### config.mk
export PLATFORM = sky130hd
export DESIGN_NAME = trng_health_monitor
export DESIGN_NICKNAME = d
export VERILOG_FILES = /design/src/rtl/trng_health_monitor.sv
export SDC_FILE = /design/constraint.sdc
export NUM_CORES = 1
export LEC_CHECK = 0
export CAP_MARGIN = 20
export CELL_PAD_IN_SITES_DETAIL_PLACEMENT = 0
export CELL_PAD_IN_SITES_GLOBAL_PLACEMENT = 1
export CORE_UTILIZATION = 39
export CTS_CLUSTER_SIZE = 14
export DETAILED_ROUTE_END_ITERATION = 16
export PLACE_DENSITY_LB_ADDON = 0.1
export SETUP_SLACK_MARGIN = 0.3
export SLEW_MARGIN = 0
export SYNTH_ARGS = -nofsm -noshare
export SYNTH_HDL_FRONTEND = slang
export SYNTH_SLANG_ARGS = --single-unit
### constraint.sdc
create_clock -name TRNG_Clock -period 2.99 [get_ports TRNG_Clock]
set_clock_uncertainty 0.05 [all_clocks]
set_input_delay 0.598 -clock TRNG_Clock [delete_from_list [all_inputs] [get_ports TRNG_Clock]]
set_output_delay 0.598 -clock TRNG_Clock [all_outputs]
set_load 0.1 [all_outputs]
### src/rtl/trng_health_monitor.sv
// Continuous health tests (repetition count + adaptive proportion) on the raw TRNG bit stream.
// Healthy bits are forwarded downstream only after a failure-free startup period.
module trng_health_monitor #(
    parameter int unsigned RCT_CUTOFF      = 32,
    parameter int unsigned APT_WINDOW      = 1024,
    parameter int unsigned APT_CUTOFF      = 589,
    parameter int unsigned STARTUP_WINDOWS = 1,
    parameter int unsigned FAIL_LATCH      = 1
) (
    input  logic       TRNG_Clock,
    input  logic       TRNG_Enable,
    input  logic       Sample_In,
    input  logic       Sample_Valid,
    input  logic       clear_fail,
    output logic       Bit_Out,
    output logic       Bit_Valid,
    output logic       startup_done,
    output logic       rct_fail,
    output logic       apt_fail,
    output logic       failure,
    output logic [7:0] fail_count
);

    localparam int unsigned RCT_W = $clog2(RCT_CUTOFF + 1);
    localparam int unsigned APT_W = $clog2(APT_WINDOW + 1);
    localparam int unsigned STW   = $clog2(STARTUP_WINDOWS + 1);

    typedef enum logic [1:0] {
        ST_STARTUP = 2'd0,
        ST_RUN     = 2'd1,
        ST_FAIL    = 2'd2
    } state_t;

    state_t state_q;
    state_t state_d;

    logic             rct_seen_q;
    logic             rct_last_q;
    logic [RCT_W-1:0] rct_run_q;
    logic [RCT_W-1:0] rct_run_d;
    logic [APT_W-1:0] apt_pos_q;
    logic [APT_W-1:0] apt_pos_d;
    logic [APT_W-1:0] apt_match_q;
    logic [APT_W-1:0] apt_match_d;
    logic             apt_ref_q;
    logic             apt_ref_d;
    logic [STW-1:0]   st_cnt_q;

    logic sample_act;
    logic new_win;
    logic rct_hit;
    logic apt_hit;
    logic fail_hit;
    logic win_done;
    logic startup_pass;
    logic forward;

    // Test arithmetic for the sample presented this cycle
    always_comb begin
        sample_act  = Sample_Valid && (state_q != ST_FAIL);
        rct_run_d   = RCT_W'(1);
        apt_pos_d   = APT_W'(1);
        apt_match_d = APT_W'(1);
        apt_ref_d   = Sample_In;
        new_win     = (apt_pos_q == '0) || (apt_pos_q == APT_W'(APT_WINDOW));

        if (rct_seen_q && (Sample_In == rct_last_q)) begin
            rct_run_d = rct_run_q + RCT_W'(1);
        end

        if (!new_win) begin
            apt_pos_d   = apt_pos_q + APT_W'(1);
            apt_ref_d   = apt_ref_q;
            apt_match_d = apt_match_q + APT_W'(Sample_In == apt_ref_q);
        end

        rct_hit      = sample_act && (rct_run_d == RCT_W'(RCT_CUTOFF));
        apt_hit      = sample_act && (apt_match_d == APT_W'(APT_CUTOFF));
        fail_hit     = rct_hit || apt_hit;
        win_done     = sample_act && !fail_hit && (apt_pos_d == APT_W'(APT_WINDOW));
        startup_pass = (state_q == ST_STARTUP) && win_done
                       && (st_cnt_q == STW'(STARTUP_WINDOWS - 1));
        forward      = sample_act && !fail_hit && (state_q == ST_RUN);
    end

    always_ff @(posedge TRNG_Clock) begin
        if (!TRNG_Enable) begin
            state_q <= ST_STARTUP;
        end else begin
            state_q <= state_d;
        end
    end

    // Next-state: a failure always takes priority over passing startup or clearing
    always_comb begin
        state_d = state_q;
        case (state_q)
            ST_STARTUP: begin
                if (fail_hit) begin
                    state_d = ST_FAIL;
                end else if (startup_pass) begin
                    state_d = ST_RUN;
                end
            end
            ST_RUN: begin
                if (fail_hit) begin
                    state_d = ST_FAIL;
                end
            end
            ST_FAIL: begin
                if ((FAIL_LATCH == 0) || clear_fail) begin
                    state_d = ST_STARTUP;
                end
            end
            default: state_d = ST_STARTUP;
        endcase
    end

    always_ff @(posedge TRNG_Clock) begin
        if (!TRNG_Enable) begin
            rct_seen_q   <= 1'b0;
            rct_last_q   <= 1'b0;
            rct_run_q    <= '0;
            apt_pos_q    <= '0;
            apt_match_q  <= '0;
            apt_ref_q    <= 1'b0;
            st_cnt_q     <= '0;
            Bit_Out      <= 1'b0;
            Bit_Valid    <= 1'b0;
            startup_done <= 1'b0;
            rct_fail     <= 1'b0;
            apt_fail     <= 1'b0;
            failure      <= 1'b0;
            fail_count   <= 8'd0;
        end else begin
            Bit_Valid    <= forward;
            startup_done <= (state_d == ST_RUN);
            if (forward) begin
                Bit_Out <= Sample_In;
            end

            // Test history is wiped while in FAIL so startup restarts from scratch
            if (state_q == ST_FAIL) begin
                rct_seen_q  <= 1'b0;
                rct_last_q  <= 1'b0;
                rct_run_q   <= '0;
                apt_pos_q   <= '0;
                apt_match_q <= '0;
                apt_ref_q   <= 1'b0;
                st_cnt_q    <= '0;
            end else if (sample_act) begin
                rct_seen_q  <= 1'b1;
                rct_last_q  <= Sample_In;
                rct_run_q   <= rct_run_d;
                apt_pos_q   <= apt_pos_d;
                apt_match_q <= apt_match_d;
                apt_ref_q   <= apt_ref_d;
                if (win_done && (state_q == ST_STARTUP)) begin
                    st_cnt_q <= st_cnt_q + STW'(1);
                end
            end

            // Flags latch until cleared, or pulse for one cycle in auto-restart mode
            if (fail_hit) begin
                rct_fail <= rct_hit;
                apt_fail <= apt_hit;
                failure  <= 1'b1;
                if (fail_count != 8'hFF) begin
                    fail_count <= fail_count + 8'd1;
                end
            end else if ((FAIL_LATCH == 0) || ((state_q == ST_FAIL) && clear_fail)) begin
                rct_fail <= 1'b0;
                apt_fail <= 1'b0;
                failure  <= 1'b0;
            end
        end
    end

endmodule
---- After elaboration in Yosys (flattened, before gate mapping) ----
Cells that the tools add are included.
storage, ports and cells
  register bits ........................... 48
  output and inout bits ................... 14
  bits of input ports ..................... 5
  word-level logic and storage cells ...... 65
operators by class
  bitwise operators ....................... 2
  reduce and logical (&&, ||, !) cells .... 20
  muxes and demuxes ....................... 12
  eq/ne operators ......................... 11
  $add $sub $neg .......................... 5
operators with widths
  kind                   number
  $eq 11x11->1 const B   2
  $mux 11                2
  $add 11x1->11          1
  $add 11x1->11 const B  1
  $eq 11x10->1 const B   1
  $logic_not 11->1       1
  $logic_and 1x1->1      10
  $add 8x1->8 const B    1
  $mux 2                 4
  $ne 8x8->1 const B     1
  $add 6x1->6 const B    1
  $eq 6x6->1 const B     1
  $mux 6                 1
  $pmux 2 s3             1
  $reduce_and 2->1       3
  $eq 2x1->1 const B     2
  $mux 1                 4
  $eq 1x1->1             2
  $eq 2x2->1 const B     1
  $logic_not 2->1        1
  $logic_or 1x1->1       2
  $ne 2x2->1 const B     1
  $not 1->1              2
  $reduce_bool 2->1      1
  3 further kinds        3

---- Longest topological paths before layout ----
Gate-level depths: netlist (run 1).
  word-level depth ........................ 15
  gate-level depth with buffers ........... 10
  gate-level depth less buffers ........... 10

---- Worst setup path after synthesis (run 1) ----
Ideal clock, no wire load.
  path kind ............................... input to register
  from .................................... input Sample_In
  to ...................................... register fail_count[6]
  data required time ...................... 2,810 ps
  path buffers ............................ 0
  arrival time ............................ 2,655 ps
  slack ................................... 155 ps
  stages .................................. 10
  cell sequence ........................... xnor2_1 > ha_1 > ha_1 > and3_1 > and4_1 > o21a_2 > nor4_4 > nor2_2 > o41ai_1 > a21oi_1
between the ends
  cells in the longest elaborated chain, start to end .. 7
  elaborated cells between the ends (all ways) .. 12
  classes of those cells .................. add/sub: 1; eq/ne: 4; mux: 2; reduce/logical: 5
RTL lines
  element                                             line    RTL
  from (decl)                                         12      input logic Sample_In,
  $eq 1x1->1 (on tied branches)                       74, 67
  $add 11x1->11 or $logic_and 1x1->1 (tied branches)  74, 67
  $mux 11 or $mux 6 (tied branches)                   71, 67
  $eq 11x10->1 or $eq 6x6->1 (tied branches)          78, 77
  $logic_and 1x1->1 (on tied branches)                78, 77
  $logic_or 1x1->1 *                                  79      fail_hit = rct_hit || apt_hit;
  $reduce_and 2->1 (no line) *                        -
  to (signal assigned)                                169     fail_count <= fail_count + 8'd1;
  to (decl)                                           21      output logic [7:0] fail_count
Mark *: on every way between the ends. The rest lies on a longest branch, timed or not.
A chain may end at the register's enable or synchronous reset.

---- Worst setup path in the final report (run 1) ----
  from .................................... input Sample_In
  to ...................................... register startup_done
between the ends
  cells in the longest elaborated chain, start to end .. 15
  elaborated cells between the ends (all ways) .. 21
  classes of those cells .................. add/sub: 1; eq/ne: 5; mux: 6; reduce/logical: 9
RTL lines
  element                                             line    RTL
  $eq 1x1->1 (on tied branches)                       74, 67
  $add 11x1->11 or $logic_and 1x1->1 (tied branches)  74, 67
  $mux 11 or $mux 6 (tied branches)                   71, 67
  $eq 11x10->1 or $eq 6x6->1 (tied branches)          78, 77
  $logic_and 1x1->1 (on tied branches)                78, 77
  $logic_or 1x1->1 *                                  79
  $logic_not 1->1                                     80      win_done = sample_act && !fail_hit && (apt_pos_d == APT_W'(APT_WINDOW));
  $logic_and 1x1->1 (2 in series)                     80
  $logic_and 1x1->1                                   81      startup_pass = (state_q == ST_STARTUP) && win_done
  $logic_and 1x1->1                                   82      && (st_cnt_q == STW'(STARTUP_WINDOWS - 1));
  $mux 2                                              101     end else if (startup_pass) begin
  $mux 2                                              99      if (fail_hit) begin
  $pmux 2 s3 *                                        97      case (state_q)
  $eq 2x1->1 *                                        137     startup_done <= (state_d == ST_RUN);
  to (signal assigned)                                137
  to (decl)                                           17      output logic startup_done,
Marked as above.

==> run metrics, run 1 <==
Crit. End Element register; antenna violations before repair 0; share of layout cells above drive strength 1 19.0%; synthesized area per cell 7.89 um^2; Hold Crit Class register to register; H-tree depth 2; largest net degree at the start of global routing 32; XOR/XNOR share of the synthesized area 4.28%; starting density of the core 41.2%; Setup CP Type primary input to register; vias in the first global route 2272; Yosys cell types 48; Max VDD drop 0.000190 V; first-pass GRT wire length 11100 um; total wire length 6600 um; Final Wtd Congestion 0.808; Syn. warnings 0; n_diodes 0; clk slew on worst S/H paths 100 ps; Post-Route Utilization 49.5%; slew at the pin with the worst max-slew slack 467 ps; Leakage Power 1.18 nW; Post-Syn Area 0.00266 mm^2; Final setup violation count 0; GRT overflow 0; period utilisation layout 84.8%; Post-Synth Adder-Cell Area 2.82%; root buffer cell clkbuf_8; drt via density 5.69; antenna violation net count after detailed routing 0; Simple-Gate Fraction of Synth Area 28.2%; fin crit period 2530 ps; # DRC 0; synthesis-to-layout area growth 20.2%; Syn Inst Count 337; number of DRC markers in iteration 0 73; Compound-Gate Fraction of Synth Area 21.7%; Power Density 463 mW/mm^2; Final Max Tran Viols 0; Max-Cap Viols 0; gr usage total 19.1%; die height 84.6 um; Worst EP required 3200 ps; IO buf count 18; row count 29; CTS tree done; fmax 395 MHz; Worst setup SP type primary input; vias post-DR 2476; Worst-Skew Late Latency 310 ps; Final Hold Viols 0; core box area 0.00646 mm^2; die width 84.6 um; clk sink count 48; Mapped Nets 348; I/O pins 19; Slew headroom 68.7%; Post-Place Setup Slack -390 ps; multiplexer share of the synthesized area 1.13%; dpl hpwl 4470 um; RSZ-0062 raised after global routing no; WP data arrival 2740 ps; largest family of logic cells by synthesized area simple AND/OR/NAND/NOR gates; Max clock buf depth 2; number of synthesized register bits 48; Avg WL per Cell 15.2 um; Die Area 0.00715 mm^2; CP max FO 8; drt first pass iters 6; nets 368; PnR worst setup slack 455 ps; outcome finished clean; cts bufs inserted 5; Seq/Total Area, Yosys 36.1%
[sequential cells by signal, indices dropped and copies added (netlist names)]
| signal | count |
|---|---|
| rct_run_q | 6 |
| Bit_Out | 1 |
| failure | 1 |
| apt_fail | 1 |
| apt_match_q | 11 |
| st_cnt_q | 1 |
| fail_count | 8 |
| state_q | 2 |
| startup_done | 1 |
| Bit_Valid | 1 |
| apt_pos_q | 11 |
| rct_fail | 1 |
| apt_ref_q | 1 |
| rct_seen_q | 1 |
| rct_last_q | 1 |
[path summary, 6_finish.rpt]
| path | startpoint | to | slack (ps) | cells past startpoint |
|---|---|---|---|---|
| worst max-delay path | Sample_In | startup_done | 460 | 11 |
| worst min register to register | failure | failure | 420 | 2 |
| worst min-delay path | failure | failure | 420 | 2 |
| worst max register to register | apt_ref_q | startup_done | 520 | 10 |
[layout by cell type, fill, tap and decap left out, types with 5 or more instances in the layout]
master / n
a211oi_1: 9
a21oi_1: 33
a311oi_1: 5
and3_1: 8
buf_4: 32
clkbuf_8: 5
dfxtp_1: 48
inv_1: 14
nand2_1: 36
nand3_1: 13
nand4_1: 7
nor2_1: 29
nor3_1: 11
o21a_1: 6
o21ai_0: 18
xnor2_1: 6
xor2_1: 6
[synth_stat cells, drive strengths merged]
master   instances  share of area [%]
dfxtp           48                 36
nor3b            1               0.28
o21a             8                2.4
or2              2               0.47
a21oi           33                6.2
o22ai            1               0.24
nand4            7                1.6
buf             10                1.7
clkbuf          14                2.0
or3              3               0.89
or3b             1               0.33
nand4b           1               0.89
o21ai           19                3.6
a211oi           9                2.5
nor2            30                4.3
nand3           14                2.8
nor3            11                2.1
o22a             1               0.33
nand3b           1               0.28
xor2             6                2.0
a31oi            3               0.71
o211ai           2               0.56
nor2b            1               0.24
nand2b           4               0.94
a311oi           5                1.6
and2             4               0.94
nor4             7                3.0
and3             9                2.1
o2111ai          3               0.99
xnor2            7                2.3
o41ai            2               0.66
o221a            3                1.3
nand2           36                5.1
o31a             2               0.66
mux2i            3                1.1
ha               6                2.8
or4              2               0.56
inv             14                2.0
and4             4                1.3
[repair_timing]
| item | in CTS | in global routing |
|---|---|---|
| endpoints found under the setup margin | 17 | 16 |
| gates resized for setup | 14 | 5 |
| pin swaps | 9 | 6 |
| cloned | 0 | 0 |
| buffers inserted | 2 | 0 |
| hold buffers | 0 | 0 |
[stage by stage]
stage	instances	instance area, um^2	power [W]	setup TNS, ps	hold slack [ps]
2_1_floorplan	337	2680	0.000855	0	383
5_1_grt	435	3200	0.00154	0	453
3_3_place_gp	425	2950	0.000906	-4290	396
6_report	435	3200	0.00148	0	415
3_5_place_dp	425	2950	0.000907	-4790	404
4_1_cts	435	3160	0.00149	0	418
[routing by layer]
metal / global-route usage (%) / wire (um)
met3: 3.34 / 164
met5: 0 / 0
met1: 25.6 / 3320
met2: 31.2 / 3050
met4: 6.01 / 66
[layout make-up]
class,instances,area (um^2)
Fill cell,674,3260
Multi-Input combinational cell,251,1660
Sequential cell,48,961
Timing Repair Buffer,37,287
Tap cell,77,96.3
Clock buffer,5,68.8
Clock inverter,3,68.8
Inverter,14,52.6
[kinds of logic after synthesis]
logic type      count (synthesis)
fa+ha+maj                       6
mux                             3
flops                          48
compound gates                 91
buf+inv                        38
xor+xnor                       13
simple gates                  138
[worst max-delay path, stage by stage]
cell	delay, ps
buf_2	120
xnor2_2	150
ha_2	220
ha_4	140
nand3_1	140
o31a_1	330
o2111ai_2	240
nor4_4	70
buf_6	150
or4_1	450
nor2_1	130
[power breakdown]
| part | leakage (nW) | total (W) | switching (W) | internal [W] |
|---|---|---|---|---|
| Sequential | 0.393 | 0.000713 | 0.0000449 | 0.000668 |
| Combinational | 0.722 | 0.000185 | 0.000103 | 0.0000823 |
| Clock | 0.0687 | 0.000580 | 0.000243 | 0.000337 |
| Total | 1.18 | 0.00148 | 0.000392 | 0.00109 |
No activity file was read; power rests on OpenSTA's default activity.
==> run 2: changes to the inputs <==
CORE_UTILIZATION = 44   (was 39)
clock period = 2.5 ns   (was 2.99 ns; I/O delays follow)
==> run metrics, run 2 (synthesis gave the netlist of run 1 again) <==
outcome finished clean (unchanged); max incr delay on CP 480 ps (was 450 ps); CP top delay family simple AND/OR/NAND/NOR gates (unchanged); first-pass GRT wire length 11300 um (was 11100 um); slowest stage cell, crit path or4_4 (was or4_1); nets 378 (was 368); Max VDD drop 0.000344 V (was 0.000190 V); drt first pass iters 4 (was 6); WP buf/inv 2 (unchanged); Worst EP required 2700 ps (was 3200 ps); Power Density 484 mW/mm^2 (was 463 mW/mm^2); core box area 0.00568 mm^2 (was 0.00646 mm^2); fin crit period 2350 ps; clk sink count 48 (unchanged); total wire length 6580 um (was 6600 um); Final Hold Viols 0 (unchanged); crit-path cells buf_2 -> xnor2_4 -> ha_4 -> ha_4 -> nand3_4 -> o31a_1 -> o2111ai_2 -> nor4_4 -> buf_6 -> or4_4 -> nor2_4 (was buf_2 -> xnor2_2 -> ha_2 -> ha_4 -> nand3_1 -> o31a_1 -> o2111ai_2 -> nor4_4 -> buf_6 -> or4_1 -> nor2_1); n_diodes 0 (unchanged); period utilisation layout 93.9%; Comb power frac 15.8% (was 12.5%); commonest cells after routing, fill and taps aside dfxtp_1 (44), buf_4 (41), nand2_1 (35) (was dfxtp_1 (48), nand2_1 (36), a21oi_1 (33)); antenna violation net count after detailed routing 0 (unchanged); Leakage Power 1.23 nW (was 1.18 nW); Hold Crit Class register to register (unchanged); Final Max Tran Viols 0 (unchanged); I/O pins 19 (unchanged); die width 79.7 um (was 84.6 um); post-CTS repair timing setup buffer count 0 (was 2); fmax 426 MHz; Setup CP Type primary input to register (unchanged); row count 27 (was 29); sequential power share 53.0% (was 48.2%); Avg WL per Cell 15.0 um (was 15.2 um); switching share of power 28.9% (was 26.5%); RSZ-0062 raised after global routing yes (was no); Final Wtd Congestion 0.812 (was 0.808); root buffer cell clkbuf_8 (unchanged); Slew headroom 71.4% (was 68.7%); GRT overflow 0 (unchanged); largest net degree at the start of global routing 32 (unchanged); WP data arrival 2550 ps (was 2740 ps); Sw Pwr 0.000463 W (was 0.000392 W); Post-CTS Hold Buffers 0 (unchanged); # DRC 0 (unchanged); Final setup violation count 0 (unchanged); starting density of the core 46.8% (was 41.2%); antenna violations before repair 0 (unchanged); Crit. End Element register (unchanged); CP max FO 8 (unchanged); Die Area 0.00636 mm^2 (was 0.00715 mm^2); Max clock buf depth 2 (unchanged); CTS tree done (unchanged); dpl hpwl 4540 um (was 4470 um); clock share of power 31.2% (was 39.2%); filler instances 552 (was 674); Worst setup SP type primary input (unchanged); synthesis-to-layout area growth 24.4% (was 20.2%); gr usage total 22.6% (was 19.1%); drt via density 5.79 (was 5.69); Post-Route Utilization 58.3% (was 49.5%); number of DRC markers in iteration 0 81 (was 73); Cell Int Power 0.00114 W (was 0.00109 W); Largest regs apt_match_q: 11 flops, apt_pos_q: 11 flops, fail_count: 8 flops (unchanged); share of layout cells above drive strength 1 24.2% (was 19.0%); vias post-DR 2548 (was 2476); slew at the pin with the worst max-slew slack 428 ps (was 467 ps); Final Power 0.00160 W (was 0.00148 W); H-tree depth 2 (unchanged); die height 79.7 um (was 84.6 um); Worst-Skew Late Latency 310 ps (about the same); Max-Cap Viols 0 (unchanged); IO buf count 18 (unchanged); Critical Path Most Common Cell ha_4; clk slew on worst S/H paths 90 ps (was 100 ps); cts bufs inserted 5 (unchanged); vias in the first global route 2424 (was 2272); most common library cell in the layout ignoring fill and taps dfxtp_1 (unchanged)
-- run 2: tightest hold or removal path, stage by stage (launching register included) --
cell and delay (ps):
dfxtp_1 320, nand2_1 50, a21oi_1 50
-- run 2: area by class of cell --
type	instances	area, um^2	share of cell area (%)
Multi-Input combinational cell	251	1730	52.4
Inverter	14	52.6	1.59
Sequential cell	48	968	29.3
Clock buffer	6	82.6	2.50
Tap cell	72	90.1	2.72
Timing Repair Buffer	47	365	11.0
Clock inverter	2	15.0	0.454
-- run 2: power by group through the flow --
stage | Combinational, W | Sequential [W] | Clock [W]
3_5_place_dp | 0.000244 | 0.000863 | 0
6_report | 0.000252 | 0.000849 | 0.000500
2_1_floorplan | 0.000186 | 0.000843 | 0
3_3_place_gp | 0.000241 | 0.000863 | 0
4_1_cts | 0.000251 | 0.000848 | 0.000522
5_1_grt | 0.000281 | 0.000856 | 0.000547
-- run 2: repair_timing --
item | 4_1_cts | 5_1_grt
endpoints found under the setup margin | 19 | 17
pin swaps | 14 | 1
resized for setup | 25 | 9
-- run 2: through the flow --
stage               hold WS (ps)  worst slack (ps)  TNS, ps  instance area [um^2]  instances
floorplan                    383             -51.1     -171                  2710        337
global placement             394              -696   -10660                  3070        432
detailed placement           409              -738   -11310                  3070        432
CTS                          423               167        0                  3270        440
global route                 445             -11.3    -19.1                  3310        440
finish                       416               152        0                  3310        440
-- run 2: final timing paths --
path	start	end	slack, ps	depth (start not counted)
worst min-delay path	failure	failure	420	2
worst min register to register	failure	failure	420	2
worst max register to register	apt_ref_q	Bit_Valid	150	10
worst max-delay path	Sample_In	Bit_Valid	150	11
-- run 2: per-layer routing --
layer  GRT usage (%)  share of wire [%]  vias to the layer above
li1                -                  -                     1273
met1            29.0                 49                     1234
met2            38.5                 48                       32
met3            3.09                2.3                        9
met4            7.68                1.2                        0
met5               0                  0                        -
